**src/rtl/resol_ctrl_pkg.sv**
```systemverilog
// resol_ctrl_pkg: FSM states, resolution codes and counter width shared by resol_ctrl
package resol_ctrl_pkg;
  typedef enum logic [2:0] {S_IDLE, S_WAIT_FRAME, S_RESET_HOLD, S_SETTLE, S_BLANK} state_t;
  localparam logic [1:0] RES_VGA = 2'd0;
  localparam logic [1:0] RES_SVGA = 2'd1;
  localparam logic [1:0] RES_XGA = 2'd2;
  localparam logic [1:0] RES_SXGA = 2'd3;
  localparam int CW_DEF = 16;
endpackage

```
**src/rtl/resol_ctrl_timer.sv**
```systemverilog
// resol_ctrl_timer: saturating up-counter with clear/enable and >= threshold compare
module resol_ctrl_timer
  import resol_ctrl_pkg::*;
#(
  parameter int CW = CW_DEF
) (
  input  logic          DCLK,
  input  logic          DRST,
  input  logic          clr,
  input  logic          en,
  input  logic [CW-1:0] thr,
  output logic          ge
);
  logic [CW-1:0] cnt;
  always_ff @(posedge DCLK)
    if (DRST || clr) cnt <= '0;
    else if (en && cnt != '1) cnt <= cnt + 1'b1;
  assign ge = cnt >= thr;
endmodule

```
**src/rtl/resol_ctrl.sv**
```systemverilog
// resol_ctrl: sequences a syncgen resolution change (frame wait, reset hold, settle, blank).
// Define RESOL_CTRL_TIMEOUT_EN to bound the frame wait by TIMEOUT_CYC cycles.
module resol_ctrl
  import resol_ctrl_pkg::*;
#(
  parameter logic [1:0] RESOL_INIT = RES_VGA,
  parameter int RST_CYC = 16,
  parameter int SETTLE_CYC = 1024,
  parameter int BLANK_FRAMES = 2,
  parameter int CW = CW_DEF,
  parameter int TIMEOUT_CYC = 65535
) (
  input  logic       DCLK,
  input  logic       DRST,
  input  logic       REQ_VALID,
  input  logic [1:0] RESOL_REQ,
  input  logic       VRSTART,
  input  logic       CLK_LOCKED,
  output logic [1:0] RESOL,
  output logic       SG_RST,
  output logic       DSP_BLANK,
  output logic       BUSY,
  output logic       REQ_ACK,
  output logic       TIMEOUT
);
  // thresholds are last-cycle indices: the timer reads 0 on the first cycle of a state
  localparam logic [CW-1:0] THR_HOLD = CW'(RST_CYC - 1);
  localparam logic [CW-1:0] THR_SETTLE = CW'(SETTLE_CYC - 1);
  localparam logic [CW-1:0] THR_BLANK = CW'(BLANK_FRAMES == 0 ? 0 : BLANK_FRAMES - 1);
  localparam logic [CW-1:0] THR_TMO = CW'(TIMEOUT_CYC - 1);
  state_t state, state_n;
  logic [1:0] resol_n, target, target_n, pend_r, pend_r_n, nxt_req;
  logic sg_rst_n, blank_n, pend_v, pend_v_n, vrstart_q, fe, ge, go;
  logic [CW-1:0] thr;
  assign fe = VRSTART & ~vrstart_q;
  assign nxt_req = REQ_VALID ? RESOL_REQ : pend_r;
  assign thr = state == S_RESET_HOLD ? THR_HOLD :
               state == S_SETTLE ? THR_SETTLE :
               state == S_BLANK ? THR_BLANK : THR_TMO;
`ifdef RESOL_CTRL_TIMEOUT_EN
  logic tmo, tmo_n;
  assign go = fe | ge;
  assign TIMEOUT = tmo;
`else
  assign go = fe;
  assign TIMEOUT = 1'b0;
`endif
  resol_ctrl_timer #(.CW(CW)) u_timer (
    .DCLK(DCLK),
    .DRST(DRST),
    .clr (state_n != state),
    .en  (state == S_BLANK ? fe : 1'b1),
    .thr (thr),
    .ge  (ge)
  );
  always_comb begin
    state_n = state;
    resol_n = RESOL;
    sg_rst_n = SG_RST;
    blank_n = DSP_BLANK;
    target_n = target;
    pend_v_n = pend_v;
    pend_r_n = pend_r;
`ifdef RESOL_CTRL_TIMEOUT_EN
    tmo_n = tmo;
`endif
    if (REQ_VALID && state != S_IDLE) begin
      pend_v_n = 1'b1;
      pend_r_n = RESOL_REQ;
    end
    case (state)
      S_IDLE:
        if (REQ_VALID || pend_v) begin
          pend_v_n = 1'b0;
          if (nxt_req != RESOL) begin
            target_n = nxt_req;
            state_n = S_WAIT_FRAME;
          end
        end
      S_WAIT_FRAME:
        if (go) begin
          state_n = S_RESET_HOLD;
          resol_n = target;
          sg_rst_n = 1'b1;
          blank_n = 1'b1;
`ifdef RESOL_CTRL_TIMEOUT_EN
          tmo_n = tmo | ~fe;
`endif
        end
      S_RESET_HOLD: if (ge) state_n = S_SETTLE;
      S_SETTLE:
        if (ge && CLK_LOCKED) begin
          sg_rst_n = 1'b0;
          blank_n = BLANK_FRAMES != 0;
          state_n = BLANK_FRAMES == 0 ? S_IDLE : S_BLANK;
        end
      S_BLANK:
        if (fe && ge) begin
          blank_n = 1'b0;
          state_n = S_IDLE;
        end
      default: state_n = S_IDLE;
    endcase
  end
  always_ff @(posedge DCLK)
    if (DRST) begin
      state <= S_RESET_HOLD;
      RESOL <= RESOL_INIT;
      SG_RST <= 1'b1;
      DSP_BLANK <= 1'b1;
      BUSY <= 1'b1;
      REQ_ACK <= 1'b0;
      target <= RESOL_INIT;
      pend_v <= 1'b0;
      pend_r <= RESOL_INIT;
      vrstart_q <= 1'b0;
    end else begin
      state <= state_n;
      RESOL <= resol_n;
      SG_RST <= sg_rst_n;
      DSP_BLANK <= blank_n;
      BUSY <= state_n != S_IDLE;
      REQ_ACK <= REQ_VALID;
      target <= target_n;
      pend_v <= pend_v_n;
      pend_r <= pend_r_n;
      vrstart_q <= VRSTART;
    end
`ifdef RESOL_CTRL_TIMEOUT_EN
  always_ff @(posedge DCLK)
    if (DRST) tmo <= 1'b0;
    else tmo <= tmo_n;
`endif
endmodule

```
**config.mk**
```make
export PLATFORM = sky130hd
export DESIGN_NAME = resol_ctrl
export DESIGN_NICKNAME = d
export VERILOG_FILES = /design/src/rtl/resol_ctrl_pkg.sv /design/src/rtl/resol_ctrl_timer.sv /design/src/rtl/resol_ctrl.sv
export SDC_FILE = /design/constraint.sdc
export NUM_CORES = 1
export LEC_CHECK = 0
export ABC_AREA = 1
export BUFFER_PORTS_ARGS = -buffer_cell sky130_fd_sc_hd__buf_2
export CORE_MARGIN = 4
export CORE_UTILIZATION = 25
export DETAILED_ROUTE_END_ITERATION = 16
export GPL_ROUTABILITY_DRIVEN = 0
export SYNTH_ARGS = -nofsm -noshare
export SYNTH_HDL_FRONTEND = slang
export SYNTH_SLANG_ARGS = --single-unit
```
**constraint.sdc**
```tcl
create_clock -name DCLK -period 3.85 [get_ports DCLK]
set_clock_uncertainty 0.2 [all_clocks]
set_input_delay 1.155 -clock DCLK [delete_from_list [all_inputs] [get_ports DCLK]]
set_output_delay 1.155 -clock DCLK [all_outputs]
set_load 0.05 [all_outputs]
```
==> impl_results.md <==
* Placed insts at 396
* Post-layout util at 0.292
* Unique masters post-synth at 30
* Setup_tns at 0 ns
* Tightest Pin Transition at 0.652 ns
* Max cap viols at 0
* Fmax at 307 MHz
* Final min period at 3.26 ns
* Grt met2 use at 0.143
* First-pass DRT Iterations at 4
* M1 GR Usage at 0.110
* Clk buf depth at 2
* Post-CTS Setup Inserts at 0
* Die Span X at 98.5 um
* Layout cells sized above 1 at 0.126
* CTS sink count at 31
* Worst skew pair latency at 0.28 ns
* Routed vias at 1707
* P&R area growth vs syn at 12.0%
* Worst slack, placed at 0.557 ns
* H-Tree Depth at 2
* Post-Syn Area at 0.00205 mm2
* Ys Warns at 0
* Num rows at 32
* GRT Max-Usage Layer: met2
* DP HPWL at 3.17 mm
* Core area at 0.00785 mm2
* Fillers at 885
* CP endpoint kind: flop
* DIE HEIGHT at 98.5 um
* Final setup fails at 0
* Hold Crit Depth at 2
* Resized cells post-CTS at 0
* DIE AREA at 0.00970 mm2
* Worst vdd ir at 0.193 mV
* Leakage at 0.000996 uW
* Wire length per cell at 9.72 um
* Seq/Total Area, Yosys at 0.303
* GRT Total Usage at 0.0838
* Global-route wire length before repair at 6.90 mm
* Final setup margin at 0.589 ns
* Syn avg cell area at 7.21 um2
* Worst setup startpoint: state[1]
* Number of remaining DRC errors at 0
* Slew Viols, Final at 0
* Register bit total from synthesis at 31
* Clk root buf: clkbuf_8
* # hold bufs at CTS at 0
* Final Non-Filler Cells at 404
* Gr ovfl total at 0
* CP arrival at 3.27 ns
* Max-slew headroom at 0.561
* RSZ-0062 raised after global routing: false
* Post-DR vias/cell at 4.23
* Initial Utilization at 0.261
* Hold Crit Start: SG_RST
* Register-to-Register Path Depth at 20
* Final Cycle Share at 0.847
* Reg clk slew, reported paths at 0.07 ns
* Kind of critical path: flop to flop
* CTS tree: yes
* R2r startpoint: state[1]
* DR iter-0 viols at 46
* Met3 usage at 0.0226
* Synth Instances at 284
* TritonCTS buffer count at 5
* Top-Level Pins at 14
* Startpoint Class: flop
* Final hold viol count at 0
* Hold Path Class: flop to flop
* N_diodes at 0
* PD cells at 270 mW/mm2
* Worst-path fanout max at 16
* Nets at 325
* Initial antenna violation count at 0
* Worst EP required at 3.86 ns
* Status: complete, no violations
* # port buffers at 12
* Largest net degree at the start of global routing at 17
* Vias in the first global route at 1586
* Routed WL at 3.93 mm
* Syn nets at 308
* ANT nets after route at 0
-- path summary, 6_finish.rpt --
kind	to	slack (ns)
worst min register to register	SG_RST	0.25
worst max-delay path	u_timer.cnt[0]	0.59
worst max register to register	u_timer.cnt[0]	0.59
worst min-delay path	SG_RST	0.25
-- synthesized netlist by cell type (all sizes together) --
library cell / instances / area share
a21boi: 1 / 0.0037
conb: 1 / 0.0018
or2: 3 / 0.0092
buf: 2 / 0.013
dfxtp: 31 / 0.30
xnor2: 4 / 0.017
nand3: 13 / 0.038
inv: 45 / 0.083
o21ai: 13 / 0.045
xor2: 13 / 0.056
nand3b: 1 / 0.0037
clkbuf: 1 / 0.0018
ha: 17 / 0.10
nor2: 50 / 0.13
nand4: 5 / 0.015
o21a: 1 / 0.0037
nor4: 3 / 0.0092
nand2: 60 / 0.11
a21oi: 12 / 0.029
nor3: 8 / 0.022
-- layout by cell type (no fill, tap or decap) --
cell,n
dfxtp_1,31
ha_1,17
inv_1,43
o21ai_0,9
nand2_4,1
nor4_1,3
o21ai_1,1
buf_2,12
or2_2,1
inv_2,2
nand3b_1,1
o21a_1,1
o21ai_2,1
o21ai_4,2
conb_1,1
xor2_1,13
xnor2_1,4
nor2_1,40
a21oi_1,12
clkinv_2,1
clkbuf_8,5
nor3_2,1
or2_1,2
buf_4,1
clkbuf_1,2
nor2_4,10
nand3_4,1
nor3_1,7
nand3_1,12
nand2_1,59
a21boi_0,1
nand4_1,5
-- registers in the layout, indices dropped and copies added, names as in the netlist --
signal and cells:
RESOL 2, pend_v 1, vrstart_q 1, u_timer.cnt 16, SG_RST 1, REQ_ACK 1, pend_r 2, target 2
state 3, DSP_BLANK 1, BUSY 1
-- logic make-up after synthesis --
| group | after synthesis | share of synthesized area |
|---|---|---|
| flip-flops | 31 | 0.303 |
| buffers and inverters | 48 | 0.0978 |
| other | 1 | 0.00183 |
| XOR/XNOR | 17 | 0.0727 |
| AO/OA/AOI/OAI | 27 | 0.0813 |
| AND/OR/NAND/NOR | 143 | 0.339 |
| adder cells (fa/ha/maj) | 17 | 0.104 |
-- power breakdown --
| part | internal [uW] | total [uW] | switching (uW) |
|---|---|---|---|
| registers | 327 | 332 | 4.91 |
| clock network | 127 | 243 | 116 |
| logic | 14.9 | 43.9 | 29.0 |
-- final cells by class --
class	instances	area, um2	share of cell area
clock buffer	7	76.3	0.0333
clock inverter	1	5.00	0.00218
inverter	45	169	0.0737
multi-input combinational	205	1230	0.535
sequential	31	621	0.271
tap	102	128	0.0557
timing repair buffer	13	67.6	0.0295
-- layer usage --
layer	part of all wire	vias to the layer above	routed length, um
met2	0.46	18	1800
met1	0.51	758	1990
li1	-	929	-
met4	0.0033	0	13
met5	0	-	0
met3	0.031	2	123
-- critical path, cell delays in order, from the launching register on --
cell,delay [ns]
dfxtp_1,0.39
inv_1,0.07
nor2_1,0.11
inv_1,0.10
o21ai_0,0.54
ha_1,0.38
nand2_1,0.08
nand2_1,0.05
nand2_1,0.05
nand2_1,0.04
nor2_1,0.09
nand2_1,0.05
nand2_1,0.05
nand2_1,0.10
nand3_1,0.15
nand2_1,0.07
inv_1,0.05
nand2_1,0.04
inv_1,0.08
nand3_4,0.31
nor2_1,0.18
-- per-stage QoR --
step	hold slack [ns]	cell area [um2]	power, uW
floorplan	0.230	2050	375
global placement	0.237	2210	382
detailed placement	0.241	2210	383
CTS	0.256	2290	628
global route	0.271	2290	647
finish	0.250	2290	618
Power figures use the tool's default switching activity.
